File: src/rtl/link_credit_rx.sv
// link_credit_rx: receive end of a fixed-latency pipelined link.
// Flits land in a DEPTH-entry circular buffer because the sender cannot
// react to backpressure in time. The buffered flits are presented downstream
// on a valid/ready interface. Each popped flit returns one registered credit pulse.
// Optional build macro: LINK_CREDIT_RX_STATS_EN adds the rx_flits and
// max_occupancy statistics outputs.
module link_credit_rx #(
    parameter int WIDTH = 32,
    parameter int DEPTH = 8
) (
    input  logic                       clk,
    input  logic                       rst_n,
    input  logic                       in_valid,
    input  logic [WIDTH-1:0]           in_data,
    output logic                       out_valid,
    input  logic                       out_ready,
    output logic [WIDTH-1:0]           out_data,
    output logic                       credit_return,
    output logic                       overflow,
    output logic [$clog2(DEPTH+1)-1:0] occupancy
`ifdef LINK_CREDIT_RX_STATS_EN
    ,
    output logic [31:0]                rx_flits,
    output logic [$clog2(DEPTH+1)-1:0] max_occupancy
`endif
);

    localparam int CW = $clog2(DEPTH + 1);
    localparam int PW = (DEPTH > 1) ? $clog2(DEPTH) : 1;

    // Storage: data array is never reset, only the control around it.
    logic [WIDTH-1:0] mem [DEPTH];
    logic [PW-1:0]    wr_ptr;
    logic [PW-1:0]    rd_ptr;
    logic [CW-1:0]    count;
    logic [CW-1:0]    count_nxt;

    logic full;
    logic push;
    logic pop;
    logic drop;

    logic credit_p1;
    logic overflow_p1;

`ifdef LINK_CREDIT_RX_STATS_EN
    logic [31:0]   rx_flits_p1;
    logic [CW-1:0] max_occ_p1;
`endif

    // Pointer advance with explicit wrap so DEPTH need not be a power of two.
    function automatic logic [PW-1:0] ptr_inc(input logic [PW-1:0] p);
        if (p == PW'(DEPTH - 1)) begin
            return '0;
        end
        return p + PW'(1);
    endfunction

    // Handshake decode and next occupancy; a full buffer still accepts a
    // flit when the head leaves in the same cycle.
    always_comb begin
        full      = (count == CW'(DEPTH));
        pop       = (count != '0) && out_ready;
        push      = in_valid && (!full || pop);
        drop      = in_valid && full && !pop;
        count_nxt = count;
        case ({push, pop})
            2'b10:   count_nxt = count + CW'(1);
            2'b01:   count_nxt = count - CW'(1);
            default: count_nxt = count;
        endcase
    end

    // Control state: pointers, count, credit pulse and sticky overflow.
    always_ff @(posedge clk or negedge rst_n) begin
        if (!rst_n) begin
            wr_ptr      <= '0;
            rd_ptr      <= '0;
            count       <= '0;
            credit_p1   <= 1'b0;
            overflow_p1 <= 1'b0;
        end else begin
            if (push) begin
                wr_ptr <= ptr_inc(wr_ptr);
            end
            if (pop) begin
                rd_ptr <= ptr_inc(rd_ptr);
            end
            count     <= count_nxt;
            credit_p1 <= pop;
            if (drop) begin
                overflow_p1 <= 1'b1;
            end
        end
    end

    // Flit write into the slot under wr_ptr; contents are don't-care after reset.
    always_ff @(posedge clk) begin
        if (push) begin
            mem[wr_ptr] <= in_data;
        end
    end

`ifdef LINK_CREDIT_RX_STATS_EN
    // Statistics: accepted-flit counter and high-water mark of occupancy.
    always_ff @(posedge clk or negedge rst_n) begin
        if (!rst_n) begin
            rx_flits_p1 <= '0;
            max_occ_p1  <= '0;
        end else begin
            if (push) begin
                rx_flits_p1 <= rx_flits_p1 + 32'd1;
            end
            if (count_nxt > max_occ_p1) begin
                max_occ_p1 <= count_nxt;
            end
        end
    end

    assign rx_flits      = rx_flits_p1;
    assign max_occupancy = max_occ_p1;
`endif

    // Outputs come straight from registered state; no in->out bypass.
    assign out_valid     = (count != '0);
    assign out_data      = mem[rd_ptr];
    assign credit_return = credit_p1;
    assign overflow      = overflow_p1;
    assign occupancy     = count;

endmodule

File: config.mk
export PLATFORM = sky130hd
export DESIGN_NAME = link_credit_rx
export DESIGN_NICKNAME = d
export VERILOG_FILES = /design/src/rtl/link_credit_rx.sv
export SDC_FILE = /design/constraint.sdc
export NUM_CORES = 1
export LEC_CHECK = 0
export CAP_MARGIN = 10
export CORE_MARGIN = 5
export CORE_UTILIZATION = 50
export CTS_CLUSTER_SIZE = 28
export DETAILED_ROUTE_END_ITERATION = 7
export GPL_ROUTABILITY_DRIVEN = 0
export MAX_ROUTING_LAYER = met4
export PLACE_DENSITY = 0.78
export SLEW_MARGIN = 20
export SYNTH_ARGS = -nofsm -noshare
export SYNTH_HDL_FRONTEND = slang
export SYNTH_SLANG_ARGS = --single-unit
File: constraint.sdc
create_clock -name clk -period 3.65 [get_ports clk]
set_input_delay 0.365 -clock clk [delete_from_list [all_inputs] [get_ports clk]]
set_output_delay 0.365 -clock clk [all_outputs]
set_load 0.005 [all_outputs]
Word level (Yosys, flattened, before mapping)
Memory sizes are Yosys's and may differ from the RTL's.
Index checks and enable logic that the tools add are counted.

cells by class
  add/subtract/negate cells = 4
  equality and inequality tests = 5
  mux-type cells = 11
  reduce and logical (&&, ||, !) cells = 9

operators by type and width
  operator             number
  $mux 3               4
  $pmux 4 s2           1
  $add 3x1->3 const B  2
  $eq 3x3->1 const B   2
  $mux 1               6
  $add 4x1->4 const B  1
  $eq 4x4->1 const B   1
  $logic_and 1x1->1    4
  $reduce_bool 4->1    1
  $sub 4x1->4 const B  1
  $eq 2x1->1 const B   1
  $eq 2x2->1 const B   1
  $logic_not 1->1      2
  $reduce_bool 2->1    1
  $logic_or 1x1->1     1

word-level totals
  register bits after elaboration = 12
  bits in writable memories = 256
  input port bits = 36
  word-level logic and storage cells = 35
  memories kept = 1

memories
  name  depth  width  rd ports  clocked after memory_dff  write ports  line  RTL
  mem   8      32     1         0                         1            32    logic [WIDTH-1:0] mem [DEPTH];

Depth between registers and ports, before layout
  word-level depth = 6
  gate-level depth with buffers = 10
  mapped depth without buffers = 10

Worst setup path before layout
No wires, ideal clock.

  path kind = flip-flop to flip-flop
  from = register count[0], in the netlist occupancy[0]
  to = memory mem[1][0] (enable)
  setup time = 0.461 ns
  data arrival time = 3.237 ns
  required time = 3.189 ns
  path slack = -0.048 ns
  cell stages (with the launch flop) = 5
  buffers on the path = 0
  clock period less this slack = 3.698 ns
  cells stage by stage = dfrtp_1 > or3_1 > o21ai_2 > or2_2 > nor3_1

between the ends
  cells in the longest elaborated chain, start to end = 6
  elaborated cells on any way between the ends = 8
  classes of those cells = eq/ne (1); mux (2); reduce/logical (5)

RTL lines
  item                                                  line    RTL
  start: declaration                                    35      logic [CW-1:0] count;
  start signal: assignment                              89      count <= count_nxt;
  $eq 4x4->1 or $reduce_bool 4->1 (tied branches)       62, 63
  $logic_not 1->1 or $logic_and 1x1->1 (tied branches)  64, 63
  $logic_or 1x1->1 (*)                                  64      push = in_valid && (!full || pop);
  $logic_and 1x1->1 (*)                                 64
  $mux 1 (*)                                            99      if (push) begin
  $mux 1 (implied by the code) (*)                      100     mem[wr_ptr] <= in_data;
  end: declaration                                      32

Every way passes the cells marked *; elsewhere a longest branch is shown, timed or not.

Final worst setup path
  from = register rd_ptr[0]
  to = output out_data[11]

between the ends
  cells in the longest elaborated chain, start to end = 1

RTL lines
  item                      line  RTL
  start: declaration        34    logic [PW-1:0] rd_ptr;
  start signal: assignment  87    rd_ptr <= ptr_inc(rd_ptr);
  $mem_v2 8x32              --
  end: declaration          17    output logic [WIDTH-1:0] out_data,

Every way passes these cells.

==> results by group <==
Power
  – Pleak: 3.95 nW
  – P per Cell Area: 785 nW/um2
  – Worst vdd ir: 0.000408 V

Die
  – Core area: 20,300 um2
  – IO Count: 75
  – Die height: 154 um
  – Die ar.: 23,600 um2
  – Die width: 154 um
  – Num rows: 52
  – Initial Util: 50.9%

Final layout
  – Fill cells: 1,382
  – Post-route cell area: 12,300 um2
  – Layout cell share with drive strength beyond 1: 28.4%
  – NumNets Final: 578
  – Synth-to-Final Area Change: 19.3%

Synthesis
  – Post-Syn Area: 10,300 um2
  – Synth top cells by count: edfxtp_1, mux4_2, mux2_2
  – Most frequent cell after synthesis: edfxtp_1
  – Synth Register Bits: 268
  – Distinct cells, synth: 33
  – Dominant cells by area after synthesis: edfxtp_1, mux4_2, mux2_2, dfrtp_1, mux4_1
  – Yosys warnings: 0
  – Avg Synthesized Cell Area: 23.6 um2
  – Top FF cell, synth: edfxtp_1
  – Area fraction of the dominant cell type after synthesis: 74.5%
  – Post-Syn Instances: 438
  – Syn_nets: 481
  – Number of flops mapped to enable cells by yosys: 256
  – Area leader, netlist: edfxtp_1
  – Async SR Flop Fraction: 4.48%
  – Sequential element share of the synthesized area: 77.4%

STA
  – Setup TNS: 0 ns
  – Hold Fails Final Rpt: 0
  – Pins Over Slew Limit: 0
  – Endpoints failing setup: 0
  – RSZ-0062 raised after global routing: no
  – Worst-margin pin slew: 1.01 ns
  – Final min period: 3.28 ns
  – Final worst-path cycle share: 90.0%
  – Worst Skew: 0.0116 ns
  – Fmax: 0.304 GHz
  – Slew HR: 32.9%

Drt
  – Post-route met1 wirelength: 7870 um
  – Top layer in use: met4
  – Post-Route WL: 19,700 um
  – Met2 WL: 10,100 um
  – Vias after detailed routing: 4,741
  – Drt initial violations: 330
  – Post-DRT Antenna Nets: 0
  – Vias/cell: 5.75
  – Met3 wire length: 1370 um
  – Avg WL per Cell: 23.9 um
  – DR pass1 iterations: 5
  – DRC: 0

GRT
  – Number of global-route vias before repair: 5,194
  – Initial antenna violation count: 2
  – Total overflow reported by the global router: 0
  – First-pass GRT wire length: 30,800 um
  – GRT Total Usage: 17.6%
  – Largest net degree at the start of global routing: 43

Critical path
  – Critical Path Sink Type: primary output
  – CP required: 3.28 ns
  – Critical path launch point type: flip-flop
  – Worst-path fanout max: 25
  – WP data arrival: 2.92 ns
  – Critical Setup Path Class: flip-flop to primary output

Placement
  – DP Wirelength: 11,400 um
  – Placed inst area: 11,500 um2
  – IO buf count: 74

Clocking
  – # resized after CTS: 0
  – Clock latency on the worst-skew pair: 0.53 ns
  – CTS Buf Count: 25
  – Root Buffer: clkbuf_16
  – H-tree depth: 1
  – Post-CTS Setup Inserts: 0
  – Clk sinks: 268
  – Post-CTS Hold Fix Bufs: 0
  – Clk pin slew, worst setup/hold paths: 0.06 ns
  – CTS tree: done
  – Max Buffers Root-to-Sink: 3

Outcome
  – Outcome: complete, no violations

Run
  – Max-Cap Viols: 0

Worst hold path
  – Tightest Hold Check Type: input pin to async pin
registers in the layout (all words and copies together) (netlist names):
register and cells:
occupancy 4, credit_return 1, overflow 1, rd_ptr 3, mem 256, wr_ptr 3
path summary, 6_finish.rpt:
check	start	endpoint	slack [ns]	depth (start not counted)
setup / recovery	rd_ptr[0]$_DFFE_PN0P_	out_data[11]	0.37	4
hold / removal	rst_n	overflow$_DFFE_PN0P_	0.20	1
setup reg to reg	occupancy[1]$_DFFE_PN0P_	occupancy[2]$_DFFE_PN0P_	0.99	10
hold reg to reg	overflow$_DFFE_PN0P_	overflow$_DFFE_PN0P_	0.47	1
max in group asynchronous	rst_n	rd_ptr[0]$_DFFE_PN0P_	3.04	1
min in group clk	overflow$_DFFE_PN0P_	overflow$_DFFE_PN0P_	0.47	1
cell type report:
class / count / area, um2 / share of cell area (%)
inverter: 2 / 7.51 / 0.0609
tap: 270 / 338 / 2.74
sequential: 268 / 7990 / 64.9
multi-input combinational: 150 / 2260 / 18.3
clock inverter: 15 / 154 / 1.25
timing repair buffer: 88 / 921 / 7.48
antenna: 2 / 5.00 / 0.0406
clock buffer: 29 / 641 / 5.20
per-layer routing:
metal / up-vias / GRT usage [%]
li1: 2048 / -
met1: 2497 / 22.8
met2: 171 / 29.2
met3: 25 / 3.51
met4: 0 / 3.99
met5: - / -
power breakdown:
part	total (mW)	internal (mW)	switching (mW)	leakage, nW
Clock	2.52	1.47	1.05	0.393
Combinational	2.89	1.73	1.15	1.10
Sequential	4.26	3.87	0.393	2.46
Total	9.67	7.07	2.60	3.95
cell usage in the layout (no fill, tap or decap), types with 2 or more instances in the layout:
cell type	instances
a21o_1	2
buf_12	6
buf_4	8
bufinv_16	3
clkbuf_1	4
clkbuf_16	25
clkdlybuf4s50_1	74
clkinv_1	3
clkinv_2	6
dfrtp_1	9
dfrtp_2	2
diode_2	2
edfxtp_1	256
ha_1	7
inv_1	2
inv_6	2
mux2_2	34
mux4_1	5
mux4_2	59
nand2_1	5
nand2b_1	7
nor2_1	2
nor2_4	6
nor3_1	2
o21ai_0	2
xnor2_1	2
xor2_1	3
logic make-up after synthesis:
kind of cell	synth area share, %
AO/OA/AOI/OAI	0.509
XOR/XNOR	0.424
adder cells (fa/ha/maj)	0.848
buffers and inverters	1.35
flip-flops	77.4
multiplexers	18.0
AND/OR/NAND/NOR	1.55
stage by stage:
| stage | hold slack (ns) | utilization, % | cells | power, mW | setup WS (ns) |
|---|---|---|---|---|---|
| after floorplan | 0.0694 | - | 438 | 5.94 | 0.0541 |
| after global placement | 0.446 | 56.7 | 778 | 7.15 | 0.928 |
| after detailed placement | 0.467 | 56.7 | 778 | 7.25 | 0.885 |
| after CTS | 0.216 | 60.7 | 822 | 9.80 | 0.295 |
| after global routing | 0.239 | 60.7 | 824 | 10.1 | 0.191 |
| final | 0.200 | 60.7 | 824 | 9.67 | 0.366 |
worst max-delay path, cell delays in order (launching register included):
cell,delay (ns)
dfrtp_4,0.73
buf_4,0.36
mux4_2,0.55
mux2_2,0.28
clkdlybuf4s50_1,0.47
(Power assumes the default switching activity.)
